[config.mk]
export PLATFORM = sky130hd
export DESIGN_NAME = pulse_train_generator
export DESIGN_NICKNAME = d
export VERILOG_FILES = /design/src/rtl/pulse_gen_pkg.sv /design/src/rtl/down_counter.sv /design/src/rtl/pulse_train_generator.sv
export SDC_FILE = /design/constraint.sdc
export NUM_CORES = 1
export LEC_CHECK = 0
export CAP_MARGIN = 10
export CORE_ASPECT_RATIO = 1.75
export CORE_UTILIZATION = 50
export CTS_CLUSTER_DIAMETER = 100
export DETAILED_ROUTE_END_ITERATION = 16
export PLACE_DENSITY = 0.75
export SLEW_MARGIN = 20
export SYNTH_ARGS = -nofsm -noshare
export SYNTH_HDL_FRONTEND = slang
export SYNTH_HIERARCHICAL = 1
export SYNTH_SLANG_ARGS = --single-unit
[constraint.sdc]
create_clock -name clk -period 2.9 [get_ports clk]
set_input_delay 0.58 -clock clk [delete_from_list [all_inputs] [get_ports clk]]
set_output_delay 0.58 -clock clk [all_outputs]
set_load 0.01 [all_outputs]
[src/rtl/pulse_gen_pkg.sv]
// Shared definitions for the pulse train generator: default field width and FSM state encoding.
package pulse_gen_pkg;

    localparam int CW_DEFAULT = 8;

    typedef enum logic [1:0] {
        IDLE = 2'd0,
        HIGH = 2'd1,
        LOW  = 2'd2,
        FIN  = 2'd3
    } state_t;

endpackage

[src/rtl/down_counter.sv]
// Loadable saturating down counter with zero flag; used for phase timing and remaining-pulse tracking.
module down_counter #(
    parameter int W = 8
) (
    input  logic         clk,
    input  logic         rst,
    input  logic         i_load,
    input  logic [W-1:0] i_load_val,
    input  logic         i_en,
    output logic         o_zero
);

    logic [W-1:0] r_count;

    // Load has priority; decrement stops at zero so the count never wraps.
    always_ff @(posedge clk) begin
        if (!rst) begin
            r_count <= '0;
        end else if (i_load) begin
            r_count <= i_load_val;
        end else if (i_en && (r_count != '0)) begin
            r_count <= r_count - W'(1);
        end else begin
            r_count <= r_count;
        end
    end

    assign o_zero = (r_count == '0);

endmodule

[src/rtl/pulse_train_generator.sv]
// Generates a train of 'count' pulses, each 'width' cycles high separated by 'gap' low cycles,
// with abort, a completion strobe and registered outputs.
module pulse_train_generator
    import pulse_gen_pkg::*;
#(
    parameter int CW = CW_DEFAULT
) (
    input  logic          clk,
    input  logic          rst,
    input  logic          start,
    output logic          ready,
    input  logic [CW-1:0] width,
    input  logic [CW-1:0] gap,
    input  logic [CW-1:0] count,
    input  logic          abort,
    output logic          pulse,
    output logic          busy,
    output logic          done
);

    state_t        r_state;
    state_t        w_next;
    logic [CW-1:0] r_width;
    logic [CW-1:0] r_gap;
    logic          r_pulse;
    logic          r_busy;
    logic          r_done;
    logic          r_ready;

    logic          w_accept;
    logic          w_ph_load;
    logic [CW-1:0] w_ph_val;
    logic          w_ph_en;
    logic          w_ph_zero;
    logic          w_np_load;
    logic          w_np_en;
    logic          w_np_zero;

    // Phase counters hold (length - 1); a zero length behaves as one cycle.
    function automatic logic [CW-1:0] len_m1(input logic [CW-1:0] v);
        return (v == '0) ? '0 : (v - CW'(1));
    endfunction

    assign w_accept  = start && (r_state == IDLE);
    assign w_np_load = w_accept && (count != '0);

    down_counter #(.W(CW)) u_phase (
        .clk        (clk),
        .rst        (rst),
        .i_load     (w_ph_load),
        .i_load_val (w_ph_val),
        .i_en       (w_ph_en),
        .o_zero     (w_ph_zero)
    );

    // Holds the number of pulses still to come after the current one.
    down_counter #(.W(CW)) u_pulses (
        .clk        (clk),
        .rst        (rst),
        .i_load     (w_np_load),
        .i_load_val (count - CW'(1)),
        .i_en       (w_np_en),
        .o_zero     (w_np_zero)
    );

    // Next-state and counter control.
    always_comb begin
        w_next    = r_state;
        w_ph_load = 1'b0;
        w_ph_val  = '0;
        w_ph_en   = 1'b0;
        w_np_en   = 1'b0;
        case (r_state)
            IDLE: begin
                if (start) begin
                    if (count != '0) begin
                        w_next    = HIGH;
                        w_ph_load = 1'b1;
                        w_ph_val  = len_m1(width);
                    end else begin
                        w_next = FIN;
                    end
                end else begin
                    w_next = IDLE;
                end
            end
            HIGH: begin
                if (abort) begin
                    w_next = IDLE;
                end else if (w_ph_zero) begin
                    if (w_np_zero) begin
                        w_next = FIN;
                    end else begin
                        w_next    = LOW;
                        w_np_en   = 1'b1;
                        w_ph_load = 1'b1;
                        w_ph_val  = len_m1(r_gap);
                    end
                end else begin
                    w_ph_en = 1'b1;
                end
            end
            LOW: begin
                if (abort) begin
                    w_next = IDLE;
                end else if (w_ph_zero) begin
                    w_next    = HIGH;
                    w_ph_load = 1'b1;
                    w_ph_val  = len_m1(r_width);
                end else begin
                    w_ph_en = 1'b1;
                end
            end
            FIN: begin
                w_next = IDLE;
            end
            default: begin
                w_next = IDLE;
            end
        endcase
    end

    // State register; outputs are decoded from the next state so they align with it.
    always_ff @(posedge clk) begin
        if (!rst) begin
            r_state <= IDLE;
            r_pulse <= 1'b0;
            r_busy  <= 1'b0;
            r_done  <= 1'b0;
            r_ready <= 1'b1;
        end else begin
            r_state <= w_next;
            r_pulse <= (w_next == HIGH);
            r_busy  <= (w_next == HIGH) || (w_next == LOW);
            r_done  <= (w_next == FIN);
            r_ready <= (w_next == IDLE);
        end
    end

    // Width and gap are captured at acceptance so later input changes do not disturb the train.
    always_ff @(posedge clk) begin
        if (!rst) begin
            r_width <= '0;
            r_gap   <= '0;
        end else if (w_accept) begin
            r_width <= width;
            r_gap   <= gap;
        end else begin
            r_width <= r_width;
            r_gap   <= r_gap;
        end
    end

    assign pulse = r_pulse;
    assign busy  = r_busy;
    assign done  = r_done;
    assign ready = r_ready;

endmodule

==> results by stage, run 1 <==
Floorplan:
- The overall die width is 58.45 um.
- The initial utilization of the core area, before any placement, comes to a little over half.
- The area inside the core boundary is roughly 0.0053 mm^2.
- The number of placement rows is 35.
- The die is a little over 100 um tall.
- Pin placement for this block handled 32 I/O pins.
- The area of the die is 0.005890 mm^2.

Worst setup path:
- Data arrives at the worst endpoint at about 3 ns.
- The type of the worst setup path is reg -> reg.
- Of all nets on the critical path, the largest fanout is 8.
- STA classifies the critical path endpoint as a flip-flop.
- The endpoint required time on the critical path is between 3 and 4 ns.
- The kind of launch point of the worst setup path is a flip-flop.

Synthesis:
- The number of synthesis warnings is 6.
- The count of flip-flops with a built-in enable after synthesis is 0.
- In this run the cell area of the synthesized design comes to 0.002788 mm^2.
- Counting every net in the synthesized netlist gives between 300 and 400.
- The async set or reset register ratio after synthesis is 0%.
- The top flip-flop cell by instance count after synthesis is dfxtp_1.
- The gate count of the mapped netlist is around 350.
- The top cell type by area accounts for between 20% and 30% of the synthesized area.
- By instance count, the leading cell after synthesis is nand2_1.
- In the synthesized netlist, the cells that appear most often are 39 x nand2_1, 38 x dfxtp_1, 29 x inv_1, 21 x a21boi_0, 19 x ha_1.
- Of all cell types, the one taking the most synthesized area is dfxtp_1.
- The register area share after synthesis is between 20% and 30%.
- The mean instance size in the synthesized netlist is 8.057 um^2.
- Sorting the synthesized cells by area gives the leading types as dfxtp_1 27%, ha_1 8.5%, a21boi_0 5.7%.
- After synthesis the netlist holds a flip-flop and latch count of 38.
- Yosys mapped the design onto 47 distinct sky130hd cell types.

Detailed routing:
- The routed length per instance is 14.81 um.
- The starting DRC count in detailed routing is 98.
- For this run, the detailed router's first-pass iteration total came to 4.
- The final antenna-violating net count is 0.
- Dividing the detail-routed via count by the number of cells gives between 5 and 6.
- The detailed-route wire length is around 6900 um.
- The number of design rule violations left after detail routing is 0.
- The total number of vias is between 2000 and 3000.

Placed design:
- The number of buffers inserted by port buffering is 31.
- The final RePlAce weighted congestion is approximately 0.98.
- The post-placement cell area is approximately 0.0033 mm^2.
- The half-perimeter wire length after detailed placement is 5388 um.

Clocking:
- The clock reaches the later pin of the worst-skew pair after 0.30 ns.
- TritonCTS built the clock tree.
- The clock-pin slew reported for the worst setup and hold paths after clock tree synthesis is 0.08 ns.
- The total clock sinks is 38.
- In this run, CTS created clock tree buffers numbering 5.
- The count of H-tree levels built during CTS is 2.
- For this design, the CTS-stage hold fixing added 0 buffers.
- The root buffer cell chosen for the clock tree is clkbuf_8.
- The longest clock path from root to sink contains 2 buffers.

Finish:
- The post-layout instance area is ~0.0034 mm^2.
- The area added between synthesis and finish is 22.26%.
- The post-route netlist has a little under an eighth of its cells at a drive strength greater than 1.
- The number of diodes is 0.
- At the end of the flow, the number of nets in the layout was around 440.

STA:
- In the finished design, the share of the clock period the worst path needs comes to between 90% and 100%.
- Setup repair after global routing left no endpoint under its margin.
- The number of max-slew violations in the final report came to 0.
- The number of endpoints with negative hold slack in the final report is 0.
- The headroom to the max-slew limit is about 65%.
- After layout, the minimum clock period comes to 2.707 ns.
- The setup clock skew after layout is 0.003638 ns.
- The actual transition at the worst max-transition pin is just over 0.5 ns.
- Setup violations remaining at the end of the flow were counted as 0.
- Derived from the worst setup path, the maximum achievable clock frequency is about 370 MHz.
- The sum of negative setup slack is 0 ns.

GRT:
- Global routing used 25.00% of the available tracks across all layers.
- The first global-routing pass estimated roughly 11000 um of wire.
- The remaining global-route overflow is 0.
- The initial antenna violation count is 0.
- Entering global routing, the biggest net connects 28 pins.
- The number of global-route vias before repair is 2576.

Hold path:
- The tightest min-delay check is of the reg -> reg type.

Status:
- The flow ran to the end, and the final reports show no timing, DRC or antenna violations.

Pwr:
- Summed over all cells, the static leakage comes to around 1.3 nW.
- The total power per unit cell area is 407.0 mW/mm^2.
- The peak supply drop is ~0.00027 V.

Job:
- The tool flagged a number of max-cap violations equal to 0.
## timing repair
| action | 4_1_cts | 5_1_grt |
|---|---|---|
| resized for setup | 0 | 2 |
| endpoints found under the setup margin | 0 | 10 |
| setup buffers | 0 | 0 |
## state kept, by name, summed over array words and instances, names as in the netlist
signal	count
ready	1
pulse	1
r_state	2
u_pulses/r_count	8
r_width	8
busy	1
r_gap	8
done	1
u_phase/r_count	8
## worst paths after layout
kind                               startpoint                                to  slack, ns  cells after the start
max           u_phase/r_count[3]$_SDFFE_PN0P_  u_pulses/r_count[1]$_SDFFE_PN0P_       0.19                      8
min          u_pulses/r_count[5]$_SDFFE_PN0P_  u_pulses/r_count[5]$_SDFFE_PN0P_       0.51                      2
max reg2reg   u_phase/r_count[3]$_SDFFE_PN0P_  u_pulses/r_count[1]$_SDFFE_PN0P_       0.19                      8
min reg2reg  u_pulses/r_count[5]$_SDFFE_PN0P_  u_pulses/r_count[5]$_SDFFE_PN0P_       0.51                      2
## layout make-up
type / count / area (um^2)
clock inverters: 2 / 12.51
flip-flops and latches: 38 / 760.7
clock buffers: 6 / 82.58
multi-input cells: 268 / 1898
well taps: 74 / 92.59
inverters: 29 / 108.9
repair buffers: 50 / 452.9
fillers: 499 / 1891
## routing by layer
layer	share of wire, %	track usage, %	vias up
met5	0	0	-
met3	2.3	3.594	30
li1	-	-	1347
met4	6.0	17.95	0
met1	38	24.62	1251
met2	54	45.89	60
## cell usage in the layout, fill, tap and decap left out, types with 7 or more instances in the layout
master	synthesis	layout
a21boi_0	21	21
a21oi_1	18	18
a31oi_1	10	10
and2_1	10	10
buf_4	0	19
clkdlybuf4s50_1	0	31
dfxtp_1	38	38
ha_1	19	19
inv_1	29	29
nand2_1	39	39
nand3_1	9	9
nor2_1	12	12
nor3_1	7	7
nor3b_1	10	10
o21ai_0	15	15
o31ai_1	9	9
xnor2_1	8	8
xor2_1	8	8
## metrics by stage
stage	setup WS (ns)	total power [mW]	hold WS, ns	cells	utilization [%]
4_1_cts	0.07572	1.389	0.5073	467	64.04
3_3_place_gp	0.07527	0.9858	0.4830	459	62.24
3_5_place_dp	0.07786	0.9949	0.4944	459	62.24
5_1_grt	0.04307	1.463	0.5310	467	64.32
2_1_floorplan	0.1924	0.8571	0.4667	346	-
6_report	0.1928	1.387	0.5100	467	64.32
## where the power goes
| part | switching [mW] | internal [mW] | leakage (nW) | total (mW) |
|---|---|---|---|---|
| Combinational | 0.204 | 0.188 | 0.965 | 0.392 |
| Clock | 0.201 | 0.191 | 0.0472 | 0.392 |
| Sequential | 0.0454 | 0.558 | 0.313 | 0.604 |
| Total | 0.450 | 0.937 | 1.33 | 1.39 |
## worst max-delay path, stage by stage, from the launching register on
cell       delay, ns
dfxtp_1         0.34
or4_4           0.58
nor4_4          0.33
nand4bb_1       0.21
inv_1           0.16
buf_4           0.16
o41ai_4         0.12
or4b_2          0.65
nand3_1         0.10
## cells by family after synthesis
group / synth area share [%]
xor+xnor: 5.027
fa+ha+maj: 8.528
mux: 0.7182
buf+inv: 5.386
flops: 27.29
compound gates: 24.96
simple gates: 28.10
Power figures use the tool's default switching activity.
==> run 2, diff against run 1 <==
--- a/config.mk
+++ b/config.mk
@@ -8,7 +8,10 @@
 export CAP_MARGIN = 10
+export CELL_PAD_IN_SITES_DETAIL_PLACEMENT = 0
+export CELL_PAD_IN_SITES_GLOBAL_PLACEMENT = 1
 export CORE_ASPECT_RATIO = 1.75
-export CORE_UTILIZATION = 50
+export CORE_UTILIZATION = 38
 export CTS_CLUSTER_DIAMETER = 100
 export DETAILED_ROUTE_END_ITERATION = 16
-export PLACE_DENSITY = 0.75
+export MAX_ROUTING_LAYER = met4
+export PLACE_DENSITY_LB_ADDON = 0.1
 export SLEW_MARGIN = 20
==> constraint.sdc (replaced) <==
create_clock -name clk -period 2.9 [get_ports clk]
set_input_delay 0.435 -clock clk [delete_from_list [all_inputs] [get_ports clk]]
set_output_delay 0.435 -clock clk [all_outputs]
set_load 0.01 [all_outputs]
==> run 2 against run 1 <==
First-iteration DRC count increased by 7.1%. Clock skew grew 0.0014 ns. Final cell count increased by 3.2%. Power is 16% higher. Clock power increased by 52%. Global-route usage shrank 3.1 points. Utilization down 15 points. Combinational power up 4%. Largest power group unchanged.
==> results by stage, run 2 (synthesis results as in run 1) <==
Finish:
- The most common library cell in the layout ignoring fill and taps is nand2_1 (unchanged).
- The sequential cell area is 760.7 um^2 (unchanged).
- The area used by multi-input combinational logic is 0.001898 mm^2 (unchanged).
- The post-layout instance area came to 0.003517 mm^2 (was 0.003408 mm^2).
- The count of filler cells inserted in the layout is 736 (was 499).
- The area added between synthesis and finish is 26.17% (was 22.26%).
- The number of diodes is 0 (unchanged).
- Most frequent cells in the layout: 39 x nand2_1, 38 x dfxtp_1, 31 x clkdlybuf4s50_1, 29 x inv_1, 22 x buf_4 (was 39 x nand2_1, 38 x dfxtp_1, 31 x clkdlybuf4s50_1, 29 x inv_1, 21 x a21boi_0).
- The number of nets in the layout is 442 (was 439).
- The fraction of final layout cells sized beyond drive strength 1 came to 12.37% (was 11.70%).

Status:
- Run status: complete, no violations (unchanged).

Clocking:
- The buffer depth of the longest clock path is 2 (unchanged).
- The clock tree from TritonCTS is done (unchanged).
- The clock latency on the worst-skew pair was 0.28 ns (was 0.30 ns).
- The root buffer cell is clkbuf_16 (was clkbuf_8).
- The number of buffers inserted by hold repair at cts came to 0 (unchanged).
- The total clock sinks is 38 (unchanged).
- The count of H-tree levels built during CTS is 2 (unchanged).
- The post-CTS repair timing setup buffer count came to 0 (unchanged).
- The number of buffers inserted during clock tree synthesis is 5 (unchanged).
- The clock-pin slew reported for the worst setup and hold paths after clock tree synthesis was 0.06 ns (was 0.08 ns).

STA:
- The headroom to the max-slew limit is 62.97% (was 65.41%).
- The sum of negative setup slack is 0 ns (unchanged).
- The final setup violation count is 0 (unchanged).
- The minimum period implied by the final worst setup slack was 2.666 ns (was 2.707 ns).
- The actual transition at the worst max-transition pin came to 0.5536 ns (was 0.5170 ns).
- The number of max-slew violations in the final report is 0 (unchanged).
- The setup clock skew after layout is 0.005022 ns (was 0.003638 ns).
- The ratio of final minimum period to clock period is 91.92% (was 93.35%).
- The maximum clock frequency is 375.1 MHz (was 369.4 MHz).
- Setup repair after global routing missed its margin: no (unchanged).
- The number of endpoints with negative hold slack in the final report is 0 (unchanged).

Worst setup path:
- The type of the worst setup path was reg -> reg (unchanged).
- The kind of launch point of the worst setup path is a flip-flop (unchanged).
- The worst endpoint data arrival time is 2.89 ns (was 2.95 ns).
- The total number of cells along the worst setup path is 8 (unchanged).
- The highest-delay cell along the critical path is or4b_2 (unchanged).
- The critical-path maximum fanout is 8 (unchanged).
- The number of cell instances on the worst register-to-register path is 8 (unchanged).
- The kind of end point of the critical path is a flip-flop (unchanged).
- The cell family contributing the most delay on the critical path is simple AND/OR/NAND/NOR gates (unchanged).
- Critical-path cell list: or4_4 -> nor4_4 -> nand4bb_1 -> inv_1 -> buf_4 -> o41ai_4 -> or4b_2 -> nand3_1 (unchanged).
- The number of buffer and inverter instances along the worst setup path came to 2 (unchanged).
- The endpoint required time on the critical path is 3.13 ns (was 3.14 ns).
- The highest cell delay on the worst timing path is 0.66 ns (was 0.65 ns).

Placed design:
- The post-placement cell area is 0.003336 mm^2 (was 0.003298 mm^2).
- The half-perimeter wire length after detailed placement is 6118 um (was 5388 um).
- The final RePlAce weighted congestion came to 0.8019 (was 0.9802).
- The number of buffers inserted by port buffering was 31 (unchanged).

Floorplan:
- The area of the die is 0.007696 mm^2 (was 0.005890 mm^2).
- The overall die width is 66.75 um (was 58.45 um).
- The initial core utilization is 39.09% (was 52.61%).
- The top-level port count was 32 (unchanged).
- The area inside the core boundary is 0.007131 mm^2 (was 0.005299 mm^2).
- The number of placement rows is 41 (was 35).
- The height of the chip is 115.3 um (was 100.8 um).

Detailed routing:
- The routed length per instance is 15.63 um (was 14.81 um).
- The detailed-route wire length was 7532 um (was 6918 um).
- The average vias per placed instance is 5.498 (was 5.756).
- The total number of vias is 2650 (was 2688).
- The number of design rule violations left after detail routing came to 0 (unchanged).
- The starting DRC count in detailed routing is 105 (was 98).
- The first-pass detailed-route iteration total is 4 (unchanged).
- The final antenna-violating net count is 0 (unchanged).

GRT:
- The first-pass GRT wire length was 12210 um (was 11390 um).
- The number of global-route vias before repair came to 2686 (was 2576).
- The overall track demand over capacity in global routing is 21.92% (was 25.00%).
- The pin count of the biggest net entering global routing came to 20 (was 28).
- The initial antenna violation count is 0 (unchanged).
- The remaining global-route overflow is 0 (unchanged).

Pwr:
- The leakage power of the design is 1.376 nW (was 1.326 nW).
- The total power per unit cell area came to 457.6 mW/mm^2 (was 407.0 mW/mm^2).
- The peak supply drop is 0.0003242 V (was 0.0002661 V).

Hold path:
- The cell depth of the worst hold path came to 2 (unchanged).
- The class of the tightest hold or removal check is reg -> reg (unchanged).

Job:
- The max-cap violation count is 0 (unchanged).
run 2: report_power, final:
part | internal [mW] | total [mW] | switching [mW]
combinational | 0.196 | 0.408 | 0.212
clock | 0.389 | 0.597 | 0.208
sequential | 0.559 | 0.605 | 0.0455
run 2: final cells by class:
class                           count  area share, %
Inverter                           29          3.095
Timing Repair Buffer               53          13.52
Tap cell                           86          3.059
Sequential cell                    38          21.63
Multi-Input combinational cell    268          53.97
Clock buffer                        8          4.731
run 2: repair_timing:
| item | 4_1_cts | 5_1_grt |
|---|---|---|
| gates resized for setup | 0 | 2 |
| endpoints found under the setup margin | 0 | 9 |
| hold endpoints to repair | 0 | 0 |
run 2: worst min-delay path, stage by stage, from the launching register on:
cell,delay [ns]
dfxtp_1,0.33
nand4_1,0.07
nand3_1,0.06
run 2: path summary, 6_finish.rpt:
| path | startpoint | slack, ns | to |
|---|---|---|---|
| min | u_pulses/r_count[1]$_SDFFE_PN0P_ | 0.51 | u_pulses/r_count[1]$_SDFFE_PN0P_ |
| max | u_phase/r_count[3]$_SDFFE_PN0P_ | 0.23 | u_pulses/r_count[1]$_SDFFE_PN0P_ |
| max reg2reg | u_phase/r_count[3]$_SDFFE_PN0P_ | 0.23 | u_pulses/r_count[1]$_SDFFE_PN0P_ |
| min reg2reg | u_pulses/r_count[1]$_SDFFE_PN0P_ | 0.51 | u_pulses/r_count[1]$_SDFFE_PN0P_ |
run 2: layer usage:
metal  global-route usage [%]  vias up  wire length [um]
met4                    10.35        0               261
met3                    3.571       17               159
li1                         -     1348                 -
met5                        -        -                 0
met1                    19.33     1242              2732
met2                    42.76       43              4378
run 2: through the flow:
step	hold slack (ns)	utilization, %	setup WS (ns)	power, mW	std cells
after global placement	0.4910	46.78	0.1494	1.015	474
after detailed placement	0.4967	46.78	0.05643	1.019	474
final	0.5066	49.32	0.2343	1.610	482
after CTS	0.5054	49.11	0.04998	1.627	482
after floorplan	0.4667	-	0.1924	0.8571	346
after global routing	0.5400	49.32	0.007271	1.701	482
==> run 3, diff against run 2 <==
Settings changed: ABC_AREA set to 1, CORE_UTILIZATION 38 to 36.
==> run 3 against run 2 <==
The flow now finishes with violations (design-rule violations). Sequential power up 0.8%. Clock-buffer cell count is 2 lower. Global-route usage decreased by 0.59 points. Synthesized area increased by 8.3%. Sequential share of layout area decreased by 0.52 points. Combinational power rose by 39%. Critical path type unchanged. Critical endpoint is now u_phase/r_count[2]$_SDFFE_PN0P_. Largest power group unchanged.
==> results by stage, run 3 <==
Status:
- Run status: finished, violations left (was complete, no violations).
- The final reports fail on design-rule violations.

Floorplan:
- The area of the die is 0.008767 mm^2 (was 0.007696 mm^2).
- The area inside the core boundary is 0.008016 mm^2 (was 0.007131 mm^2).
- The top-level port count is 32 (unchanged).
- The overall die width is 71.21 um (was 66.75 um).
- The initial core utilization came to 37.65% (was 39.09%).
- The number of placement rows is 43 (was 41).
- The height of the chip is 123.1 um (was 115.3 um).

Clocking:
- The clock latency on the worst-skew pair was 0.29 ns (was 0.28 ns).
- The post-CTS repair timing setup buffer count is 0 (unchanged).
- The clock tree from TritonCTS is done (unchanged).
- The buffer depth of the longest clock path is 2 (unchanged).
- The number of gates given a new drive strength after cts is 0 (unchanged).
- The number of buffers inserted by hold repair at cts was 0 (unchanged).
- The number of buffers inserted during clock tree synthesis is 5 (unchanged).
- The clock-pin slew reported for the worst setup and hold paths after clock tree synthesis was 0.06 ns (about the same).
- The count of H-tree levels built during CTS is 2 (unchanged).
- The total clock sinks is 38 (unchanged).
- The root buffer cell is clkbuf_16 (unchanged).

Worst setup path:
- The source of the worst register-to-register timing path is u_phase/r_count[0]$_SDFFE_PN0P_ (was u_phase/r_count[3]$_SDFFE_PN0P_).
- The critical-path maximum fanout is 8 (unchanged).
- The highest cell delay on the worst timing path is 0.34 ns (was 0.66 ns).
- The number of buffer and inverter instances along the worst setup path is 2 (unchanged).
- The number of cell instances on the worst register-to-register path came to 14 (was 8).
- Critical-path cell list: inv_1 -> ha_1 -> nand2_1 -> nor2_1 -> inv_2 -> nor2_4 -> nand2_4 -> nor2_8 -> nand2_1 -> a31oi_1 -> nand2_1 -> o21ai_0 -> nand2_1 -> a21oi_1 (was or4_4 -> nor4_4 -> nand4bb_1 -> inv_1 -> buf_4 -> o41ai_4 -> or4b_2 -> nand3_1).
- In this design, the critical path's most frequently occurring cell is nand2_1.
- The cell family contributing the most delay on the critical path is simple AND/OR/NAND/NOR gates (unchanged).
- The kind of launch point of the worst setup path is a flip-flop (unchanged).
- The endpoint of the worst-slack reg-to-reg timing path is u_phase/r_count[2]$_SDFFE_PN0P_ (was u_pulses/r_count[1]$_SDFFE_PN0P_).
- The kind of end point of the critical path is a flip-flop (unchanged).
- The setup slack on the worst flop-to-flop path is 0.62 ns (was 0.23 ns).
- The highest-delay cell along the critical path is nor2_1 (was or4b_2).
- The endpoint required time on the critical path is 3.11 ns (was 3.13 ns).
- The worst endpoint data arrival time is 2.49 ns (was 2.89 ns).
- The type of the worst setup path is reg -> reg (unchanged).

Synthesis:
- The number of synthesis warnings is 6 (unchanged).
- The mean instance size in the synthesized netlist is 6.172 um^2 (was 8.057 um^2).
- The number of distinct standard cells referenced by the synthesized netlist is 30 (was 47).
- The post-synthesis instance area is 0.003018 mm^2 (was 0.002788 mm^2).
- Cell types with the largest area share after synthesis: dfxtp_1 25%, nand2_1 14%, inv_1 8.7% (was dfxtp_1 27%, ha_1 8.5%, a21boi_0 5.7%).
- The cell taking the most area after synthesis was dfxtp_1 (unchanged).
- The share of the synthesized area in the top cell type was 25.21% (was 27.29%).
- The total nets after synthesis came to 536 (was 393).
- The top flip-flop cell by instance count after synthesis is dfxtp_1 (unchanged).
- The gate count of the mapped netlist is 489 (was 346).
- The count of flip-flops with a built-in enable after synthesis is 0 (unchanged).
- Most frequent cells after synthesis: 114 x nand2_1, 70 x inv_1, 66 x nor2_1, 51 x nand3_1, 38 x dfxtp_1 (was 39 x nand2_1, 38 x dfxtp_1, 29 x inv_1, 21 x a21boi_0, 19 x ha_1).
- The most frequently used cell type in the post-synthesis netlist is nand2_1 (unchanged).
- The register area share after synthesis is 25.21% (was 27.29%).
- The async set or reset register ratio after synthesis is 0% (unchanged).
- The synthesized flop and latch total is 38 (unchanged).

STA:
- The minimum period implied by the final worst setup slack is 2.277 ns (was 2.666 ns).
- The number of max-slew violations in the final report came to 0 (unchanged).
- The worst slack on hold paths is 0.4945 ns (was 0.5066 ns).
- Setup repair after global routing missed its margin: no (unchanged).
- The actual transition at the worst max-transition pin is 0.5247 ns (was 0.5536 ns).
- The setup clock skew after layout is 0.005104 ns (was 0.005022 ns).
- The maximum clock frequency is 439.2 MHz (was 375.1 MHz).
- The number of endpoints with negative hold slack in the final report was 0 (unchanged).
- The sum of negative setup slack was 0 ns (unchanged).
- The ratio of final minimum period to clock period is 78.52% (was 91.92%).
- The final setup violation count is 0 (unchanged).
- The headroom to the max-slew limit is 64.94% (was 62.97%).
- The final worst-path setup slack was 0.6229 ns (was 0.2343 ns).

Finish:
- The count of filler cells inserted in the layout is 873 (was 736).
- The number of diodes is 0 (unchanged).
- The number of nets in the layout was 570 (was 442).
- The most common library cell in the layout ignoring fill and taps is nand2_1 (unchanged).
- The count of placed standard cells in the final layout, fillers left out is 614 (was 482).
- The post-layout instance area came to 0.003603 mm^2 (was 0.003517 mm^2).
- The final core utilization came to 44.95% (was 49.32%).
- The area added between synthesis and finish is 19.40% (was 26.17%).
- Most frequent cells in the layout: 114 x nand2_1, 70 x inv_1, 66 x nor2_1, 51 x nand3_1, 38 x dfxtp_1 (was 39 x nand2_1, 38 x dfxtp_1, 31 x clkdlybuf4s50_1, 29 x inv_1, 22 x buf_4).
- The fraction of final layout cells sized beyond drive strength 1 was 8.969% (was 12.37%).

Hold path:
- The hold path startpoint was r_width[5]$_SDFFE_PN0P_ (was u_pulses/r_count[1]$_SDFFE_PN0P_).
- The cell depth of the worst hold path is 2 (unchanged).
- The class of the tightest hold or removal check is reg -> reg (unchanged).
- The worst hold endpoint is r_width[5]$_SDFFE_PN0P_ (was u_pulses/r_count[1]$_SDFFE_PN0P_).

Placed design:
- The post-placement cell area is 0.003452 mm^2 (was 0.003336 mm^2).
- The number of buffers inserted by port buffering came to 31 (unchanged).
- The half-perimeter wire length after detailed placement is 6888 um (was 6118 um).
- The final RePlAce weighted congestion is 0.8405 (was 0.8019).
- The cell count after placement is 606 (was 474).
- The post-place setup slack was 0.5429 ns (was 0.05643 ns).

Detailed routing:
- The detailed-route wire length is 8337 um (was 7532 um).
- The number of design rule violations left after detail routing is 1 (was 0).
- The first-pass detailed-route iteration total is 10 (was 4).
- The average vias per placed instance was 5.034 (was 5.498).
- The starting DRC count in detailed routing is 107 (was 105).
- The final antenna-violating net count is 0 (unchanged).
- The routed length per instance came to 13.58 um (was 15.63 um).
- The total number of vias came to 3091 (was 2650).

Pwr:
- The switching portion of total power is 35.57% (was 28.93%).
- The power after layout is 1.740 mW (was 1.610 mW).
- The relative contribution of sequential cells to total power was 35.1% (was 37.6%).
- The portion of total power attributed to combinational logic came to 32.7% (was 25.3%).
- The switching component of the power is 0.6188 mW (was 0.4656 mW).
- The clock group share of total power came to 32.2% (was 37.1%).
- The cell-internal power is 1.121 mW (was 1.144 mW).
- The leakage power of the design came to 1.714 nW (was 1.376 nW).
- The peak supply drop came to 0.0002861 V (was 0.0003242 V).
- The total power per unit cell area is 482.8 mW/mm^2 (was 457.6 mW/mm^2).

GRT:
- The pin count of the biggest net entering global routing was 31 (was 20).
- The number of global-route vias before repair is 3077 (was 2686).
- The first-pass GRT wire length is 13830 um (was 12210 um).
- The remaining global-route overflow is 0 (unchanged).
- The initial antenna violation count was 0 (unchanged).
- The overall track demand over capacity in global routing is 21.33% (was 21.92%).

Job:
- The max-cap violation count was 0 (unchanged).
run 3: how the worst max path moves through the flow:
stage / slack [ns] / endpoint / cells past startpoint / start
after detailed placement: 0.54 / u_phase/r_count[2]$_SDFFE_PN0P_ / 13 / count[0]
after floorplan: 0.73 / u_phase/r_count[1]$_SDFFE_PN0P_ / 14 / u_phase/r_count[0]$_SDFFE_PN0P_
after global routing: 0.32 / u_phase/r_count[3]$_SDFFE_PN0P_ / 16 / u_phase/r_count[0]$_SDFFE_PN0P_
final: 0.62 / u_phase/r_count[2]$_SDFFE_PN0P_ / 14 / u_phase/r_count[0]$_SDFFE_PN0P_
after global placement: 0.58 / u_phase/r_count[2]$_SDFFE_PN0P_ / 13 / count[0]
after CTS: 0.61 / u_phase/r_count[2]$_SDFFE_PN0P_ / 14 / u_phase/r_count[0]$_SDFFE_PN0P_
run 3: metal layers:
metal / wire length [um] / global-route usage [%] / up-vias
met1: 3031 / 19.17 / 1394
met3: 216 / 2.282 / 20
met2: 4737 / 42.44 / 63
li1: - / - / 1614
met5: 0 / - / -
met4: 351 / 11.63 / 0
run 3: logic make-up after synthesis:
family,after synthesis,share of synthesized area (%)
AO/OA/AOI/OAI,60,10.28
flip-flops,38,25.21
XOR/XNOR,14,4.063
buffers and inverters,86,10.82
AND/OR/NAND/NOR,272,41.75
adder cells (fa/ha/maj),19,7.877
run 3: worst register-to-register path, cell delays in order (launching register included):
cell,delay [ns]
dfxtp_1,0.31
inv_1,0.16
ha_1,0.17
nand2_1,0.07
nor2_1,0.34
inv_2,0.12
nor2_4,0.12
nand2_4,0.09
nor2_8,0.20
nand2_1,0.08
a31oi_1,0.17
nand2_1,0.08
o21ai_0,0.07
nand2_1,0.07
a21oi_1,0.14
run 3: layout make-up:
| class | instances | area, um^2 | share of cell area [%] |
|---|---|---|---|
| clock buffer | 6 | 138.9 | 3.854 |
| clock inverter | 2 | 12.51 | 0.3472 |
| inverter | 78 | 295.3 | 8.194 |
| multi-input combinational | 365 | 1931 | 53.58 |
| sequential | 38 | 760.7 | 21.11 |
| tap | 90 | 112.6 | 3.125 |
| timing repair buffer | 35 | 352.8 | 9.792 |
run 3: power groups by stage:
| stage | registers, mW | clock network [mW] | logic (mW) |
|---|---|---|---|
| 2_1_floorplan | 0.609 | 0 | 0.412 |
| 3_3_place_gp | 0.620 | 0 | 0.570 |
| 3_5_place_dp | 0.621 | 0 | 0.573 |
| 4_1_cts | 0.610 | 0.580 | 0.575 |
| 5_1_grt | 0.616 | 0.606 | 0.652 |
| 6_report | 0.610 | 0.560 | 0.569 |
